File: config.mk
export PLATFORM = sky130hd
export DESIGN_NAME = rom_stream_reader
export DESIGN_NICKNAME = d
export VERILOG_FILES = /design/src/rtl/rom_stream_reader.sv
export SDC_FILE = /design/constraint.sdc
export NUM_CORES = 1
export LEC_CHECK = 0
export ABC_AREA = 1
export ABC_CLOCK_PERIOD_IN_PS = 2900
export CAP_MARGIN = 20
export CORE_AREA = 2 2 106 108
export DETAILED_ROUTE_END_ITERATION = 16
export DIE_AREA = 0 0 108 110
export SETUP_SLACK_MARGIN = 0.05
export SYNTH_ARGS = -nofsm -noshare
export SYNTH_HDL_FRONTEND = slang
export SYNTH_SLANG_ARGS = --single-unit
File: constraint.sdc
create_clock -name clk -period 2.9 [get_ports clk]
set_input_delay 0.725 -clock clk [delete_from_list [all_inputs] [get_ports clk]]
set_output_delay 0.725 -clock clk [all_outputs]
set_load 0.02 [all_outputs]
File: src/rtl/rom_stream_reader.sv
// rtl/rom_stream_reader.sv - streams a programmed ROM address range on a valid/ready port; optional looping via ROM_STREAM_LOOP_EN
`timescale 1ns/1ps

module rom_stream_fifo #(
  parameter int W = 8
) (
  input  logic         clk,
  input  logic         rst,
  input  logic         flush,
  input  logic         s_tvalid,
  input  logic [W-1:0] s_tdata,
  output logic         m_tvalid,
  output logic [W-1:0] m_tdata,
  input  logic         m_tready,
  output logic [1:0]   count
);
  logic [W-1:0] mem [2];
  logic         rd_ptr;
  logic         wr_ptr;
  logic         push;
  logic         pop;

  // Head selection: an empty FIFO passes the returning word straight through.
  always_comb begin
    m_tvalid = (count != 2'd0) || s_tvalid;
    if (count != 2'd0)
      m_tdata = mem[rd_ptr];
    else if (s_tvalid)
      m_tdata = s_tdata;
    else
      m_tdata = '0;
    pop  = m_tready && (count != 2'd0);
    push = s_tvalid && !(m_tready && (count == 2'd0));
  end

  // Storage, pointers and occupancy; flush discards everything held.
  always_ff @(posedge clk or posedge rst) begin
    if (rst) begin
      mem[0] <= '0;
      mem[1] <= '0;
      rd_ptr <= 1'b0;
      wr_ptr <= 1'b0;
      count  <= 2'd0;
    end else if (flush) begin
      rd_ptr <= 1'b0;
      wr_ptr <= 1'b0;
      count  <= 2'd0;
    end else begin
      if (push) begin
        mem[wr_ptr] <= s_tdata;
        wr_ptr      <= !wr_ptr;
      end
      if (pop)
        rd_ptr <= !rd_ptr;
      case ({push, pop})
        2'b10:   count <= count + 2'd1;
        2'b01:   count <= count - 2'd1;
        default: count <= count;
      endcase
    end
  end
endmodule

module rom_stream_reader #(
  parameter int ADDR_WIDTH = 8,
  parameter int DATA_WIDTH = 8
) (
  input  logic                  clk,
  input  logic                  rst,
  input  logic                  start,
  input  logic [ADDR_WIDTH-1:0] base_addr,
  input  logic [ADDR_WIDTH-1:0] len_m1,
`ifdef ROM_STREAM_LOOP_EN
  input  logic                  loop,
  input  logic                  stop,
`endif
  output logic [ADDR_WIDTH-1:0] rom_addr,
  input  logic [DATA_WIDTH-1:0] rom_data,
  output logic                  out_valid,
  input  logic                  out_ready,
  output logic [DATA_WIDTH-1:0] out_data,
  output logic                  out_last,
  output logic                  busy,
  output logic                  done
);
  typedef enum logic [1:0] {IDLE, RUN, DRAIN} state_t;

  state_t                state;
  state_t                state_n;
  logic [ADDR_WIDTH-1:0] base_q;
  logic [ADDR_WIDTH-1:0] len_q;
  logic [ADDR_WIDTH-1:0] issue_cnt;
  logic [ADDR_WIDTH-1:0] acc_cnt;
  logic                  inflight;
  logic                  done_q;
  logic [1:0]            fifo_count;
  logic                  start_acc;
  logic                  issue;
  logic                  last_issue;
  logic                  handshake;
  logic                  final_hs;
  logic                  rewind;
  logic                  end_xfer;
`ifdef ROM_STREAM_LOOP_EN
  logic                  loop_q;
  logic                  stop_req;
`endif

  // Next state plus the per-cycle issue/handshake decisions.
  always_comb begin
    state_n    = state;
    start_acc  = (state == IDLE) && start;
    issue      = (state == RUN) && (({1'b0, inflight} + fifo_count) < 2'd2);
    last_issue = issue && (issue_cnt == '0);
    handshake  = out_valid && out_ready;
    final_hs   = handshake && (acc_cnt == '0) && (state != IDLE);
`ifdef ROM_STREAM_LOOP_EN
    rewind     = loop_q && !(stop_req || stop);
`else
    rewind     = 1'b0;
`endif
    end_xfer   = final_hs && !rewind;
    case (state)
      IDLE:    if (start_acc) state_n = RUN;
      RUN:     if (last_issue && !rewind) state_n = DRAIN;
      DRAIN:   state_n = DRAIN;
      default: state_n = IDLE;
    endcase
    if (end_xfer)
      state_n = IDLE;
  end

  // State register.
  always_ff @(posedge clk or posedge rst) begin
    if (rst)
      state <= IDLE;
    else
      state <= state_n;
  end

  // Address generation, issue/accept counters and the read-in-flight flag.
  always_ff @(posedge clk or posedge rst) begin
    if (rst) begin
      rom_addr  <= '0;
      base_q    <= '0;
      len_q     <= '0;
      issue_cnt <= '0;
      acc_cnt   <= '0;
      inflight  <= 1'b0;
      done_q    <= 1'b0;
    end else begin
      inflight <= issue && !end_xfer;
      done_q   <= end_xfer;
      if (start_acc) begin
        rom_addr  <= base_addr;
        base_q    <= base_addr;
        len_q     <= len_m1;
        issue_cnt <= len_m1;
        acc_cnt   <= len_m1;
      end else begin
        if (issue) begin
          if (last_issue && rewind) begin
            rom_addr  <= base_q;
            issue_cnt <= len_q;
          end else begin
            rom_addr  <= rom_addr + 1'b1;
            issue_cnt <= issue_cnt - 1'b1;
          end
        end
        if (handshake)
          acc_cnt <= (acc_cnt == '0) ? len_q : acc_cnt - 1'b1;
      end
    end
  end

`ifdef ROM_STREAM_LOOP_EN
  // Loop mode captured at start; a stop request is held until the pass ends.
  always_ff @(posedge clk or posedge rst) begin
    if (rst) begin
      loop_q   <= 1'b0;
      stop_req <= 1'b0;
    end else if (start_acc) begin
      loop_q   <= loop;
      stop_req <= 1'b0;
    end else if (end_xfer) begin
      stop_req <= 1'b0;
    end else if (stop && (state != IDLE)) begin
      stop_req <= 1'b1;
    end
  end
`endif

  rom_stream_fifo #(.W(DATA_WIDTH)) u_fifo (
    .clk      (clk),
    .rst      (rst),
    .flush    (end_xfer),
    .s_tvalid (inflight),
    .s_tdata  (rom_data),
    .m_tvalid (out_valid),
    .m_tdata  (out_data),
    .m_tready (out_ready),
    .count    (fifo_count)
  );

  assign out_last = out_valid && (acc_cnt == '0);
  assign busy     = (state != IDLE);
  assign done     = done_q;
endmodule

Word level (Yosys, flattened, before mapping)
Cells that the tools add are included.

word-level totals
  input bits = 28
  register bits after elaboration = 56
  logic and storage cells = 86
  output and inout port bits = 20

cells by class
  reductions and logical operators = 30
  bitwise gates (word level) = 3
  eq/ne operators = 6
  order comparisons = 4
  muxes and demuxes = 25
  add/sub/neg operators = 6

operators by type and width
  cell                                                  number
  2-to-1 mux 8 bit                                      13
  bitwise mux 16 bit                                    1
  zero test 8 bit                                       2
  subtractor 8 x 1 -> 8 bit (second input constant)     2
  logical AND 1 bit                                     12
  nonzero test 2 bit                                    6
  adder 8 x 1 -> 8 bit (second input constant)          1
  demux 8 bit (select 1 bit)                            1
  2-to-1 mux 2 bit                                      4
  != test 3 bit (second input constant)                 2
  case mux 2 bit (3 select lines)                       1
  equality test 2 x 1 -> 1 bit (second input constant)  2
  equality test 2 bit (second input constant)           2
  >= comparator 2 bit (second input constant)           2
  zero test 1 bit                                       4
  zero test 2 bit                                       2
  2-to-1 mux 1 bit                                      4
  NOT 1 -> 2 bit                                        2
  case mux 2 bit (2 select lines)                       1
  AND reduction 2 bit                                   2
  nonzero test 3 bit                                    1
  adder 1 x 2 -> 2 bit                                  1
  adder 2 x 1 -> 2 bit (second input constant)          1
  < comparator 2 x 1 -> 1 bit (second input constant)   1
  4 further kinds                                       4

Longest topological paths before layout
  depth after elaboration = 7
  depth in mapped cells = 9
  mapped depth without buffers = 9

Cells and area by module
From an unflattened synthesis, not the netlist that was laid out.

unflattened totals
  cells, all modules = 437
  area, all modules = 3,251.9 µm²

modules (own cells, without submodules)
  module             cells each  area each (µm²)  sequential area each (µm²)  times used
  rom_stream_reader  299         2,203.4          900.9                       1
  rom_stream_fifo    138         1,048.5          500.5                       1

Least setup slack after synthesis
Ideal clock, no wire load.

  path kind = reg2out
  start point = register acc_cnt[0]
  end point = output port out_last
  arrival = 1.369 ns
  stages on the path, launching flop included = 7
  data required time = 2.175 ns
  slack = 0.806 ns
  path through = dfrtp_1 -> inv_1 -> ha_1 -> nand2_2 -> nor2_8 -> inv_1 -> a21oi_1

on the way
  longest elaborated chain between the ends = 2

ends and longest elaborated chain
  item                      RTL line  text
  start: declaration        93        logic [ADDR_WIDTH-1:0] acc_cnt;
  start signal: assignment  159       acc_cnt <= len_m1;
  start signal: assignment  171       acc_cnt <= (acc_cnt == '0) ? len_q : acc_cnt - 1'b1;
  zero test 8 bit           205       assign out_last = out_valid && (acc_cnt == '0);
  logical AND 1 bit         205
  end: declaration          82        output logic out_last,

No other way between the ends.

Worst setup path in the final report
  start point = input port rom_data[7]
  end point = output port out_data[7]

on the way
  longest elaborated chain between the ends = 2

ends and longest elaborated chain
  item                RTL line  text
  start: declaration  78        input logic [DATA_WIDTH-1:0] rom_data,
  2-to-1 mux 8 bit    28        else if (s_tvalid)
  2-to-1 mux 8 bit    26        if (count != 2'd0)
  end: declaration    81        output logic [DATA_WIDTH-1:0] out_data,

No other way between the ends.

==> results.sh <==
export IMPL_slew_viol_final=0
export IMPL_min_period_over_period=0.9491
export IMPL_fin_crit_ns=2.752
export IMPL_relSlewSlack=0.7565
export IMPL_portBuffers=47
export IMPL_p_int_mw=2.405
export IMPL_place_congestion=0.8196
export IMPL_synth_area_leader_cell="dfrtp_1"
export IMPL_finalHoldViolCount=0
export IMPL_clock_path_buffers=2
export IMPL_crit_arrival_ns=2.03
export IMPL_cp_required_ns=2.17
export IMPL_synth_edf_count=0
export IMPL_clock_sinks=56
export IMPL_antenna_cells=0
export IMPL_setup_viol=0
export IMPL_clkTransAtPathRegs_ns=0.09
export IMPL_drt_iter0_markers=116
export IMPL_ys_seq_elements=56
export IMPL_critPathKind="in2out"
export IMPL_drv_cap=0
export IMPL_p_sw_frac=0.4411
export IMPL_die_y_um=110
export IMPL_p_seq_frac=0.346
export IMPL_ys_warn_count=0
export IMPL_synthTopCellsByCount="nand2_1, nor2_1, dfrtp_1, inv_1, nand3_1"
export IMPL_cts_root_buf="clkbuf_8"
export IMPL_outcome="completed"
export IMPL_setup_worst_path_start_class="primary input"
export IMPL_overflow=0
export IMPL_clock_latency_ns=0.31
export IMPL_synth_async_reset_ratio=1.000
export IMPL_route_detailed_drc=0
export IMPL_synth_area_leaders="dfrtp_1, nand2_1, nor2_1, inv_1, nand3_1"
export IMPL_syn_to_final_growth_pct=24.57
export IMPL_rows=38
export IMPL_post_route_util=0.3676
export IMPL_synth_top_flop_cell="dfrtp_1"
export IMPL_timing_hold_ws_ns=0.4944
export IMPL_io_pins=48
export IMPL_syn_avg_cell_area_um2=7.872
export IMPL_track_usage=0.1359
export IMPL_antenna_found_initial=0
export IMPL_firstDrtPassIters=4
export IMPL_synth_distinct_cells=35
export IMPL_drive_above_1_share=0.09956
export IMPL_worst_slew_pin_slew_ns=0.3652
export IMPL_end_kind="output port"
export IMPL_cts_hold_buf=0
export IMPL_peakVddDrop_uv=543.9
export IMPL_syn_area_mm2=0.003157
export IMPL_p_leak_nw=1.832
export IMPL_wl_per_cell_um=12.55
export IMPL_clock_skew_ns=0.01663
export IMPL_p_sw_mw=1.898
export IMPL_die_w_um=108
export IMPL_die_area_mm2=0.01188
export IMPL_finalNetCount=485
export IMPL_grt_max_degree=57
export IMPL_tns_ns=0
export IMPL_yosys_cell_count_top_type="nand2_1"
export IMPL_numCtsBuffers=5
export IMPL_p_per_area_mw_per_mm2=1094
export IMPL_synth_top_area_share=0.4439
export IMPL_rsz0062_at_grt="no"
export IMPL_core_mm2=0.01070
export IMPL_critical_path_peak_fanout=3
export IMPL_drtAntennaViolNets=0
export IMPL_start_util=0.2951
export IMPL_comb_power_share=0.524
export IMPL_dp_hpwl_um=5483
export IMPL_syn_nets=435
export IMPL_postSynthCellCount=401
export IMPL_wirelength_um=7429
export IMPL_route_vias_total=2777
export IMPL_hold_class="reg2reg"
export IMPL_grt_pass1_wl_um=13130
export IMPL_max_freq_mhz=363.3
export IMPL_cts_tree="yes"
export IMPL_htree_levels=2
export IMPL_first_global_vias=2820
export IMPL_routed_via_density=4.691
export IMPL_clkPwrFrac=0.130
export IMPL_power_total_mw=4.303
export IMPL_yosysSeqAreaShare=0.4439
-- critical path: stages --
cell	delay, ns
clkdlybuf4s50_1	0.45
inv_1	0.07
o32ai_1	0.13
clkdlybuf4s50_1	0.65
-- metrics by stage --
step                      worst slack [ns]  std cells  area [um^2]
after floorplan                     0.8037        401         3157
after global placement              0.1435        583         3789
after detailed placement            0.1497        583         3789
after CTS                           0.1341        592         3921
after global routing               0.05101        592         3933
final                               0.1476        592         3933
-- kinds of logic (layout without fill, tap and decap cells) --
| family | count (synthesis) | in the layout | share of synthesized area |
|---|---|---|---|
| simple gates | 195 | 195 | 0.2818 |
| compound gates | 81 | 81 | 0.1566 |
| buf+inv | 57 | 108 | 0.07729 |
| flops | 56 | 56 | 0.4439 |
| fa+ha+maj | 6 | 6 | 0.02378 |
| xor+xnor | 6 | 6 | 0.01665 |
-- final cells by class --
cell class                      count  area, um^2
Clock buffer                        7       96.34
Tap cell                          140       175.2
Timing Repair Buffer               54       541.8
Inverter                           46       176.4
Clock inverter                      1       30.03
Fill cell                        1132        6765
Multi-Input combinational cell    288        1511
Sequential cell                    56        1401
-- power groups by stage --
stage	Sequential, mW	Combinational [mW]	Clock (mW)
3_3_place_gp	1.49	2.23	0
6_report	1.49	2.25	0.559
2_1_floorplan	1.46	1.60	0
3_5_place_dp	1.49	2.26	0
5_1_grt	1.55	2.56	0.612
4_1_cts	1.48	2.28	0.581
-- state kept, by name, indices dropped and copies added (netlist names) --
name	cells
done	1
inflight	1
u_fifo.wr_ptr	1
u_fifo.count	2
u_fifo.rd_ptr	1
issue_cnt	8
u_fifo.mem	16
rom_addr	8
state	2
len_q	8
acc_cnt	8
-- path summary, 6_finish.rpt --
check                      slack, ns            startpoint                        end  cells after the start
max in group asynchronous       1.84                   rst  u_fifo.mem[5]$_DFFE_PP0P_                      3
setup / recovery                0.15           rom_data[7]                out_data[7]                      4
setup reg to reg                1.04  state[0]$_DFFE_PP0P_     acc_cnt[3]$_DFFE_PP0P_                      9
min in group asynchronous       0.76                   rst     acc_cnt[4]$_DFFE_PP0P_                      3
hold / removal                  0.49  len_q[3]$_DFFE_PP0P_       len_q[3]$_DFFE_PP0P_                      2
hold reg to reg                 0.49  len_q[3]$_DFFE_PP0P_       len_q[3]$_DFFE_PP0P_                      2
-- layer usage --
| metal | up-vias | track usage | share of wire |
|---|---|---|---|
| met2 | 69 | 0.2269 | 0.44 |
| met4 | 0 | 0.03297 | 0.0069 |
| met1 | 1291 | 0.1832 | 0.50 |
| li1 | 1413 | - | - |
| met5 | - | 0 | 0 |
| met3 | 4 | 0.02528 | 0.050 |
-- timing repair --
item,in CTS,in global routing
setup buffers,1,0
setup endpoints to repair,9,8
resized for setup,1,4
pin swaps,1,0
-- layout by cell type (no fill, tap or decap), types with 5 or more instances in the layout --
cell              n
a21oi_1          23
inv_1            42
dfrtp_1          56
nand4_1           6
nand2_2           6
o32ai_1           8
o21ai_2          11
o21ai_0          20
o21ai_1           9
ha_1              6
clkbuf_8          7
a31oi_1           5
clkdlybuf4s50_1  43
nand3_1          25
nand2_1          83
nor2_1           60
buf_4             6
Note: power is estimated with default switching activity, not from simulation.
